**src/rtl/entropy_collector_pkg.sv**
```systemverilog
// -----------------------------------------------------------------------------
// entropy_pkg
// Shared definitions for the entropy collector. It holds the peripheral
// register map, the data-path widths, the collector FSM state encoding and
// the bus request bundle that the FSM registers.
// -----------------------------------------------------------------------------
package entropy_pkg;

    // Data-path widths
    localparam int ADDR_W = 8;
    localparam int DATA_W = 16;
    localparam int WORD_W = 2 * DATA_W;

    // Peripheral register map
    localparam logic [ADDR_W-1:0] ADDR_ENT_WR_RNG1      = 8'h00;
    localparam logic [ADDR_W-1:0] ADDR_ENT_WR_RNG2      = 8'h01;
    localparam logic [ADDR_W-1:0] ADDR_ENT_RD_RNG1_RNG2 = 8'h10;
    localparam logic [ADDR_W-1:0] ADDR_ENT_RD_P         = 8'h11;
    localparam logic [ADDR_W-1:0] ADDR_ENT_RD_N         = 8'h12;

    // Collector FSM states
    typedef enum logic [2:0] {
        ST_START = 3'd0,
        ST_WR1   = 3'd1,
        ST_WR2   = 3'd2,
        ST_WAIT  = 3'd3,
        ST_RD_P  = 3'd4,
        ST_RD_N  = 3'd5
    } state_t;

    // One registered peripheral bus request
    typedef struct packed {
        logic              cs;
        logic              we;
        logic [ADDR_W-1:0] addr;
        logic [DATA_W-1:0] dwrite;
    } bus_req_t;

endpackage

```
**src/rtl/entropy_collector_if.sv**
```systemverilog
// -----------------------------------------------------------------------------
// entropy_collector_if
// Groups the peripheral bus and the random-word stream of the collector.
//   cs/we/addr/dwrite : bus request driven by the collector
//   dread             : combinational read data from the peripheral
//   rnd_data/valid    : FIFO head word and not-empty flag
//   rnd_ready         : consumer accepts the head word
//   rnd_level         : FIFO occupancy
// master = collector side, slave = peripheral/consumer side.
// -----------------------------------------------------------------------------
interface entropy_collector_if
    import entropy_pkg::*;
#(
    parameter int FIFO_DEPTH = 4
);
    localparam int LEVEL_W = $clog2(FIFO_DEPTH) + 1;

    logic               cs;
    logic               we;
    logic [ADDR_W-1:0]  addr;
    logic [DATA_W-1:0]  dwrite;
    logic [DATA_W-1:0]  dread;
    logic [WORD_W-1:0]  rnd_data;
    logic               rnd_valid;
    logic               rnd_ready;
    logic [LEVEL_W-1:0] rnd_level;

    modport master (
        output cs, we, addr, dwrite, rnd_data, rnd_valid, rnd_level,
        input  dread, rnd_ready
    );

    modport slave (
        input  cs, we, addr, dwrite, rnd_data, rnd_valid, rnd_level,
        output dread, rnd_ready
    );
endinterface

```
**src/rtl/entropy_collector_fifo.sv**
```systemverilog
// -----------------------------------------------------------------------------
// entropy_fifo
// Synchronous show-ahead FIFO. The head entry is always visible on rdata;
// a pop advances the read pointer so the next entry shows one cycle later.
// Ports: clk, nreset (sync, active-low), push/wdata, pop/rdata,
//        full, empty, level (occupancy).
// DEPTH must be a power of two so the pointers wrap naturally.
// -----------------------------------------------------------------------------
module entropy_fifo #(
    parameter  int WIDTH   = 32,
    parameter  int DEPTH   = 4,
    localparam int PTR_W   = $clog2(DEPTH),
    localparam int LEVEL_W = PTR_W + 1
) (
    input  logic               clk,
    input  logic               nreset,
    input  logic               push,
    input  logic [WIDTH-1:0]   wdata,
    input  logic               pop,
    output logic [WIDTH-1:0]   rdata,
    output logic               full,
    output logic               empty,
    output logic [LEVEL_W-1:0] level
);
    logic [WIDTH-1:0]   mem [DEPTH];
    logic [PTR_W-1:0]   wr_ptr;
    logic [PTR_W-1:0]   rd_ptr;
    logic [LEVEL_W-1:0] count;
    logic               do_push;
    logic               do_pop;

    assign full    = (count == LEVEL_W'(DEPTH));
    assign empty   = (count == '0);
    assign level   = count;
    assign rdata   = mem[rd_ptr];
    assign do_push = push && !full;
    assign do_pop  = pop && !empty;

    // Memory is cleared on reset so the head reads as zero while empty.
    always_ff @(posedge clk) begin
        if (!nreset) begin
            wr_ptr <= '0;
            rd_ptr <= '0;
            count  <= '0;
            for (int i = 0; i < DEPTH; i++) begin
                mem[i] <= '0;
            end
        end else begin
            if (do_push) begin
                mem[wr_ptr] <= wdata;
                wr_ptr      <= wr_ptr + PTR_W'(1);
            end
            if (do_pop) begin
                rd_ptr <= rd_ptr + PTR_W'(1);
            end
            case ({do_push, do_pop})
                2'b10:   count <= count + LEVEL_W'(1);
                2'b01:   count <= count - LEVEL_W'(1);
                default: count <= count;
            endcase
        end
    end
endmodule

```
**src/rtl/entropy_collector.sv**
```systemverilog
// -----------------------------------------------------------------------------
// entropy_collector
// Bus initiator for the 16-bit entropy peripheral. After reset it writes the
// two ring-oscillator control bytes, then repeatedly waits SAMPLE_DELAY
// cycles and reads the P and N sample words. Each P^N sample is 16 bits;
// two consecutive samples form one 32-bit word (first sample in the upper
// half) pushed into a show-ahead FIFO that feeds a valid/ready consumer.
// Ports: clk, nreset (sync, active-low), enable (gates new sample pairs),
//        bus (entropy_collector_if.master: peripheral bus + word stream).
// -----------------------------------------------------------------------------
module entropy_collector
    import entropy_pkg::*;
#(
    parameter logic [7:0] RNG1_INIT    = 8'h55,
    parameter logic [7:0] RNG2_INIT    = 8'haa,
    parameter int         SAMPLE_DELAY = 16,
    parameter int         FIFO_DEPTH   = 4
) (
    input  logic                clk,
    input  logic                nreset,
    input  logic                enable,
    entropy_collector_if.master bus
);
    localparam int                LEVEL_W    = $clog2(FIFO_DEPTH) + 1;
    localparam logic [DATA_W-1:0] DELAY_LOAD = DATA_W'(SAMPLE_DELAY - 1);

    state_t             state;
    state_t             state_nxt;
    bus_req_t           bus_q;
    logic [DATA_W-1:0]  delay_ctr;
    logic [DATA_W-1:0]  p_reg;
    logic [DATA_W-1:0]  hi_reg;
    logic               half;
    logic [DATA_W-1:0]  sample;
    logic               push;
    logic               pop;
    logic               fifo_full;
    logic               fifo_empty;
    logic [WORD_W-1:0]  fifo_rdata;
    logic [LEVEL_W-1:0] fifo_level;

    // Bus request presented while the FSM sits in a given state.
    function automatic bus_req_t decode(state_t st);
        bus_req_t r;
        r = '0;
        case (st)
            ST_WR1: begin
                r.cs     = 1'b1;
                r.we     = 1'b1;
                r.addr   = ADDR_ENT_WR_RNG1;
                r.dwrite = {RNG1_INIT, 8'h00};
            end
            ST_WR2: begin
                r.cs     = 1'b1;
                r.we     = 1'b1;
                r.addr   = ADDR_ENT_WR_RNG2;
                r.dwrite = {8'h00, RNG2_INIT};
            end
            ST_RD_P: begin
                r.cs   = 1'b1;
                r.addr = ADDR_ENT_RD_P;
            end
            ST_RD_N: begin
                r.cs   = 1'b1;
                r.addr = ADDR_ENT_RD_N;
            end
            default: r = '0;
        endcase
        return r;
    endfunction

    // A pair is only started when the FIFO has room; since nothing else
    // pushes, the room is still there when the second half completes.
    always_comb begin
        state_nxt = state;
        case (state)
            ST_START: state_nxt = ST_WR1;
            ST_WR1:   state_nxt = ST_WR2;
            ST_WR2:   state_nxt = ST_WAIT;
            ST_WAIT:  if (delay_ctr == '0 && enable && !fifo_full) state_nxt = ST_RD_P;
            ST_RD_P:  state_nxt = ST_RD_N;
            ST_RD_N:  state_nxt = ST_WAIT;
            default:  state_nxt = ST_START;
        endcase
    end

    assign sample = p_reg ^ bus.dread;
    assign push   = (state == ST_RD_N) && half;

    // Bus outputs are registered from the next state, so they track the
    // state register exactly while coming straight out of flops.
    always_ff @(posedge clk) begin
        if (!nreset) begin
            state     <= ST_START;
            bus_q     <= '0;
            delay_ctr <= '0;
            p_reg     <= '0;
            hi_reg    <= '0;
            half      <= 1'b0;
        end else begin
            state <= state_nxt;
            bus_q <= decode(state_nxt);

            if (state_nxt == ST_WAIT && state != ST_WAIT) begin
                delay_ctr <= DELAY_LOAD;
            end else if (state == ST_WAIT && delay_ctr != '0) begin
                delay_ctr <= delay_ctr - DATA_W'(1);
            end

            if (state == ST_RD_P) begin
                p_reg <= bus.dread;
            end

            // A stalled partial word keeps hi_reg/half until the pair resumes.
            if (state == ST_RD_N) begin
                if (!half) begin
                    hi_reg <= sample;
                    half   <= 1'b1;
                end else begin
                    half   <= 1'b0;
                end
            end
        end
    end

    assign pop = !fifo_empty && bus.rnd_ready;

    entropy_fifo #(
        .WIDTH (WORD_W),
        .DEPTH (FIFO_DEPTH)
    ) u_fifo (
        .clk    (clk),
        .nreset (nreset),
        .push   (push),
        .wdata  ({hi_reg, sample}),
        .pop    (pop),
        .rdata  (fifo_rdata),
        .full   (fifo_full),
        .empty  (fifo_empty),
        .level  (fifo_level)
    );

    assign bus.cs        = bus_q.cs;
    assign bus.we        = bus_q.we;
    assign bus.addr      = bus_q.addr;
    assign bus.dwrite    = bus_q.dwrite;
    assign bus.rnd_data  = fifo_rdata;
    assign bus.rnd_valid = !fifo_empty;
    assign bus.rnd_level = fifo_level;
endmodule
```
**src/flat_wrapper.sv**
```systemverilog
// flat-port wrapper written by rule: the top's interface ports become plain ports
module entropy_collector_flat import entropy_pkg::*;
#(
    parameter logic [7:0] RNG1_INIT    = 8'h55,
    parameter logic [7:0] RNG2_INIT    = 8'haa,
    parameter int         SAMPLE_DELAY = 16,
    parameter int         FIFO_DEPTH   = 4
)
  (clk, nreset, enable, bus_cs, bus_we, bus_addr, bus_dwrite, bus_rnd_data, bus_rnd_valid, bus_rnd_level, bus_dread, bus_rnd_ready);
  entropy_collector_if #(.FIFO_DEPTH(FIFO_DEPTH)) bus_i ();
  input  logic clk;
  input  logic nreset;
  input  logic enable;
  output wire logic [$bits(bus_i.cs)-1:0] bus_cs;
  output wire logic [$bits(bus_i.we)-1:0] bus_we;
  output wire logic [$bits(bus_i.addr)-1:0] bus_addr;
  output wire logic [$bits(bus_i.dwrite)-1:0] bus_dwrite;
  output wire logic [$bits(bus_i.rnd_data)-1:0] bus_rnd_data;
  output wire logic [$bits(bus_i.rnd_valid)-1:0] bus_rnd_valid;
  output wire logic [$bits(bus_i.rnd_level)-1:0] bus_rnd_level;
  input wire logic [$bits(bus_i.dread)-1:0] bus_dread;
  input wire logic [$bits(bus_i.rnd_ready)-1:0] bus_rnd_ready;
  assign bus_cs = bus_i.cs;
  assign bus_we = bus_i.we;
  assign bus_addr = bus_i.addr;
  assign bus_dwrite = bus_i.dwrite;
  assign bus_rnd_data = bus_i.rnd_data;
  assign bus_rnd_valid = bus_i.rnd_valid;
  assign bus_rnd_level = bus_i.rnd_level;
  assign bus_i.dread = bus_dread;
  assign bus_i.rnd_ready = bus_rnd_ready;
  entropy_collector #(.RNG1_INIT(RNG1_INIT), .RNG2_INIT(RNG2_INIT), .SAMPLE_DELAY(SAMPLE_DELAY), .FIFO_DEPTH(FIFO_DEPTH)) u_core (.clk(clk), .nreset(nreset), .enable(enable), .bus(bus_i));
endmodule
```
**config.mk**
```make
export PLATFORM = sky130hd
export DESIGN_NAME = entropy_collector_flat
export DESIGN_NICKNAME = d
export VERILOG_FILES = /design/src/rtl/entropy_collector_pkg.sv /design/src/rtl/entropy_collector_if.sv /design/src/rtl/entropy_collector_fifo.sv /design/src/rtl/entropy_collector.sv /design/src/flat_wrapper.sv
export SDC_FILE = /design/constraint.sdc
export NUM_CORES = 1
export LEC_CHECK = 0
export ABC_AREA = 1
export BUFFER_PORTS_ARGS = -buffer_cell sky130_fd_sc_hd__buf_2
export CAP_MARGIN = 20
export CORE_UTILIZATION = 64
export CTS_CLUSTER_DIAMETER = 40
export DETAILED_ROUTE_END_ITERATION = 12
export PLACE_DENSITY = 0.85
export SYNTH_ARGS = -nofsm -noshare
export SYNTH_HDL_FRONTEND = slang
export SYNTH_SLANG_ARGS = --single-unit
export TNS_END_PERCENT = 100
```
**constraint.sdc**
```tcl
create_clock -name clk -period 10 [get_ports clk]
set_clock_uncertainty 0.15 [all_clocks]
set_input_delay 0 -clock clk [delete_from_list [all_inputs] [get_ports clk]]
set_output_delay 0 -clock clk [all_outputs]
set_load 0.02 [all_outputs]
```
# [Word-level counts from Yosys, hierarchy flattened]
# Memories as Yosys holds them, arrays and structs flattened. A register that Yosys moved wholly into a read port is not among the register bits.
# Cells that the tools add are included.
[totals] reg_bits=85 mem_bits_rw=128 inputBits=20 out_inout_bits=62 wordCells=77 memories=1
[memory_table] name="u_core.u_fifo.mem" depth=4 word_bits=32 rd=1 rd_ports_with_merged_regs=1 wr=4 line_no="entropy_collector_fifo.sv:25" rtl="logic [WIDTH-1:0] mem [DEPTH];"
[classes] add_sub_neg=5 eq_ne=14 mux=19 n_bitwise=3 n_reduce_logical=22
[ops] op="two-way mux 32 bit" count=1
[ops] op="OR reduction 32 bit" count=1
[ops] op="case mux 15 bit (2 select lines)" count=1
[ops] op="logical NOT 16 bit" count=1
[ops] op="nonzero test 16 bit" count=1
[ops] op="subtractor 16 x 1 -> 16 bit (second input constant)" count=1
[ops] op="bitwise XOR 16 bit" count=1
[ops] op="== test 3 bit (second input constant)" count=5
[ops] op="case mux 3 bit (5 select lines)" count=1
[ops] op="case mux 5 bit (3 select lines)" count=1
[ops] op="== test 3 x 2 -> 1 bit (second input constant)" count=4
[ops] op="logical AND 1 bit" count=8
[ops] op="two-way mux 1 bit" count=8
[ops] op="two-way mux 4 bit" count=2
[ops] op="== test 3 x 1 -> 1 bit (second input constant)" count=2
[ops] op="logical NOT 3 bit" count=2
[ops] op="two-way mux 2 bit" count=3
[ops] op="case mux 3 bit (2 select lines)" count=1
[ops] op="OR reduction 2 bit" count=3
[ops] op="adder 2 x 1 -> 2 bit (second input constant)" count=2
[ops] op="nonzero test 2 bit" count=2
[ops] op="OR reduction 4 bit" count=1
[ops] op="adder 3 x 1 -> 3 bit (second input constant)" count=1
[ops] op="two-way mux 3 bit" count=1
[ops] op="other kinds (7)" count=9

# [Logic depth before layout (Yosys ltp)]
[depth] ltp_word=8 ltp_mapped=11 ltp_nobuf=11

# [Hierarchy]
# A second synthesis with hierarchy kept.
[unflattened] cells_unflattened=997 hier_area_um2=9112.5
[by_module_without_submodules] module="entropy_fifo" n_inst=1 cells_per_inst=584 area_per_inst_um2=6236.0 seq_area_each_um2=4023.9
[by_module_without_submodules] module="entropy_collector" n_inst=1 cells_per_inst=413 area_per_inst_um2=2876.5 seq_area_each_um2=1181.1

# [Worst setup path after synthesis]
# Ideal clock, no wire load.
[synth_timing] kind="register to register" start="register u_core.u_fifo.count[0], in the netlist u_core.u_fifo.level[0]" end="memory u_core.u_fifo.mem[3][0] (enable)" setup_ns=0.470 t_arrival_ns=3.295 required_time_ns=9.380 setup_slack_ns=6.085 stages_incl_launch_ff=5 n_path_buf=0 synth_period_minus_slack_ns=3.915 path_cell_list="dfxtp_1 > nor3_1 > nor2_2 > nand2_1 > o31ai_1"
[synth_lines] element="from (decl)" line_no="entropy_collector_fifo.sv:28" rtl="logic [LEVEL_W-1:0] count;"
[synth_lines] element="from (signal assigned)" line_no="entropy_collector_fifo.sv:57" rtl="2'b10: count <= count + LEVEL_W'(1);"
[synth_lines] element="from (signal assigned)" line_no="entropy_collector_fifo.sv:58" rtl="2'b01: count <= count - LEVEL_W'(1);"
[synth_lines] element="from (signal assigned)" line_no="entropy_collector_fifo.sv:59" rtl="default: count <= count;"
[synth_lines] element="to (decl)" line_no="entropy_collector_fifo.sv:25"

==> out/qor.csv <==
metric,value,unit
fin cells,1182,
Crit path depth,6,
status,completed,
XOR/XNOR Fraction of Synth Area,2.228,%
R2R depth,7,
Crit path max-delay family,buffers and inverters,
root buf cell,clkbuf_16,
Die ar.,13980,um2
Fmax,292.6,MHz
CP Class,reg -> out,
first-iteration detailed-routing DRC count,693,
DRC Markers,0,
Hold Path End,u_core.p_reg[8],
vias per std cell,5.640,
Hold Crit Depth,4,
Clock Latency Late Sink,440,ps
cts repair resizes,0,
pin slew with the least headroom to its limit,947.4,ps
Post-Synthesis Cells,918,
pin count of the biggest net entering global routing,66,
ratio of cells with drive above 1 in the final layout,13.72,%
mapped cell area,8650,um2
fin. max-slew vios,0,
fin area,9849,um2
sequential share of the synthesized area,60.18,%
"Hold Vio Cnt, Final",0,
post-route antenna net violation count,0,
Tmin final,3418,ps
crit path cell chain,"buf_4, clkinv_1, buf_4, o21ai_0, o22ai_1, buf_2",
Pleak,4.019,nW
warning count from the yosys run,0,
Place WS,6810,ps
row count,42,
DR WL/cell,17.03,um
FF-to-FF setup slack,6770,ps
Worst Path Arrival,3270,ps
Inserted Clock Buffers,17,
global-route wire length before repair,31660,um
"Area growth, synth to finish",13.87,%
number of global-route vias before repair,6349,
syn_area_per_cell,9.422,um2
Yosys cell types,37,
Max VDD drop,0.2605,mV
routability cong.,0.8265,
placed instance area,8965,um2
"FF+latch count, synth",196,
maxcap violations,0,
Initial Utilization,65.58,%
Seq pwr share,43.2,%
post-synthesis compound-gate area fraction,11.14,%
WL final,20130,um
core area,13190,um2
final setup margin,6582,ps
CP most frequent cell,buf_4,
CTS H-Tree Depth,4,
Total Routing Usage GR,29.79,%
Hold Path Origin,bus_dread[8],
WP buf/inv,4,
# Post-CTS Setup Buffers,0,
Clock Tree Buf Depth,2,
hold crit path type,in -> reg,
largest family of logic cells by synthesized area,simple AND/OR/NAND/NOR gates,
Final setup violation count,0,
Int Power,1.472,mW
launching element type of the critical path,flip-flop,
grt total ovfl,0,
IO Count,82,
TNS Setup,0,ps
Post-DP HPWL,12240,um
RSZ-0062 raised after global routing,no,
antenna cells,0,
Pre-Repair DR Iteration Count,5,
Max stage delay on crit path,890,ps
critical path capture point type,primary output,
max FFs per register,128,
Worst R2R Start,u_core.u_fifo.level[0],
adder-cell share of the synthesized area,0.6654,%
CTS clock-pin slew for the worst setup and hold paths,70,ps
Worst R2R End,u_core.u_fifo.mem[0][15],
Sw Share,32.65,%
Hold Buf Count CTS,31,
period utilization,34.18,%
# fillers,894,
Die Y,118.3,um
clock share of power,30.1,%
die width,118.3,um
largest register by flop count,u_core.u_fifo.mem,
vias,6667,
CTS sink count,196,
TritonCTS clock tree,built,
mux contribution to synthesized area,0,%
Post-Synth Simple-Gate Area,18.07,%
slowest CP cell,clkinv_1,
crit-path max FO,65,
CP Data Required Time,9850,ps
Psw,713.8,uW
I/O Buffers,68,
P per Cell Area,222.0,nW/um2
initial antenna violation count,0,
DP Cell Count,1119,
NumNets Final,1018,
Comb pwr share,26.7,%
relative slew slack,36.77,%
==> cells in the mapped netlist, drive strengths merged <==
cell	count	area, um2
nand2	90	360.3
buf	39	285.3
o22ai	33	206.5
xnor2	12	105.1
o21bai	1	7.510
nor3	27	135.1
clkinv	1	3.750
edfxtp	128	3844
clkbuf	26	98.84
inv	73	276.5
and2	1	6.260
ha	3	37.54
conb	1	3.750
nor2	230	905.9
xor2	10	87.58
nand4	2	12.51
dfxtp	68	1361
nand3	25	142.6
fa	1	20.02
o21ai	107	535.5
a21oi	39	206.5
o31ai	1	7.510
==> layout by cell type, fill, tap and decap left out, types with 2 or more instances in the layout <==
master,count
nor2_1,215
edfxtp_1,128
o21ai_0,105
nand2_1,85
inv_1,70
buf_2,68
dfxtp_1,67
a21oi_1,36
o22ai_1,33
dlygate4sd3_1,31
nor3_1,27
nand3_1,23
clkbuf_16,17
nor2_2,14
conb_1,13
xnor2_1,12
buf_4,11
xor2_1,10
clkinvlp_4,4
nand2_2,3
a21oi_2,3
ha_1,3
clkinv_4,3
inv_2,2
clkinv_1,2
nand2_4,2
nand4_1,2
bufinv_16,2
clkbuf_1,2
==> cell families (layout without fill, tap and decap cells) <==
logic type	Yosys count	after routing
AO/OA/AOI/OAI	181	181
other	1	13
buffers and inverters	139	215
adder cells (fa/ha/maj)	4	4
flip-flops	196	196
AND/OR/NAND/NOR	375	375
XOR/XNOR	22	22
==> layer usage <==
layer  global-route usage [%]  routed length, um  up-vias
li1                         -                  -     3188
met1                    35.46               7721     3111
met5                        0                  0        -
met4                    13.86                684        0
met3                    5.550               1403       54
met2                    52.24              10320      314
==> worst reg2reg max path, stage by stage, from the launching register on <==
cell	delay (ps)
dfxtp_1	400
nor3_1	120
nor2_2	170
nand3_4	470
nor2_4	260
nand2_2	410
nand2_1	520
buf_4	380
==> worst max path at each step <==
stage / slack (ps) / endpoint
2_1_floorplan: 6080 / u_core.u_fifo.mem[3][0]
3_3_place_gp: 6960 / u_core.u_fifo.mem[0][28]
3_5_place_dp: 6810 / u_core.u_fifo.mem[0][17]
4_1_cts: 6690 / bus_rnd_data[23]
5_1_grt: 6470 / bus_rnd_data[21]
6_report: 6580 / bus_rnd_data[23]
==> metrics by stage <==
stage / utilization [%] / hold WS (ps) / power (mW)
finish: 74.67 / 248.9 / 2.186
global placement: 67.97 / 129.3 / 1.506
CTS: 74.62 / 236.7 / 2.175
detailed placement: 67.97 / 137.5 / 1.519
floorplan: - / 16.68 / 1.403
global route: 74.67 / 280.8 / 2.286
==> power by group through the flow <==
| stage | Combinational, mW | Sequential [mW] | Clock [mW] |
|---|---|---|---|
| after global placement | 0.548 | 0.958 | 0 |
| final | 0.583 | 0.944 | 0.659 |
| after detailed placement | 0.559 | 0.960 | 0 |
| after floorplan | 0.438 | 0.965 | 0 |
| after CTS | 0.574 | 0.943 | 0.658 |
| after global routing | 0.649 | 0.949 | 0.687 |
==> layout make-up <==
type,instances,area (um2),area share [%]
Tap cell,176,220.2,2.236
Inverter,74,280.3,2.846
Multi-Input combinational cell,595,2843,28.86
Sequential cell,196,5206,52.86
Clock inverter,12,133.9,1.359
Clock buffer,19,432.9,4.395
Timing Repair Buffer,110,733.2,7.444
No activity file was read; power rests on OpenSTA's default activity.
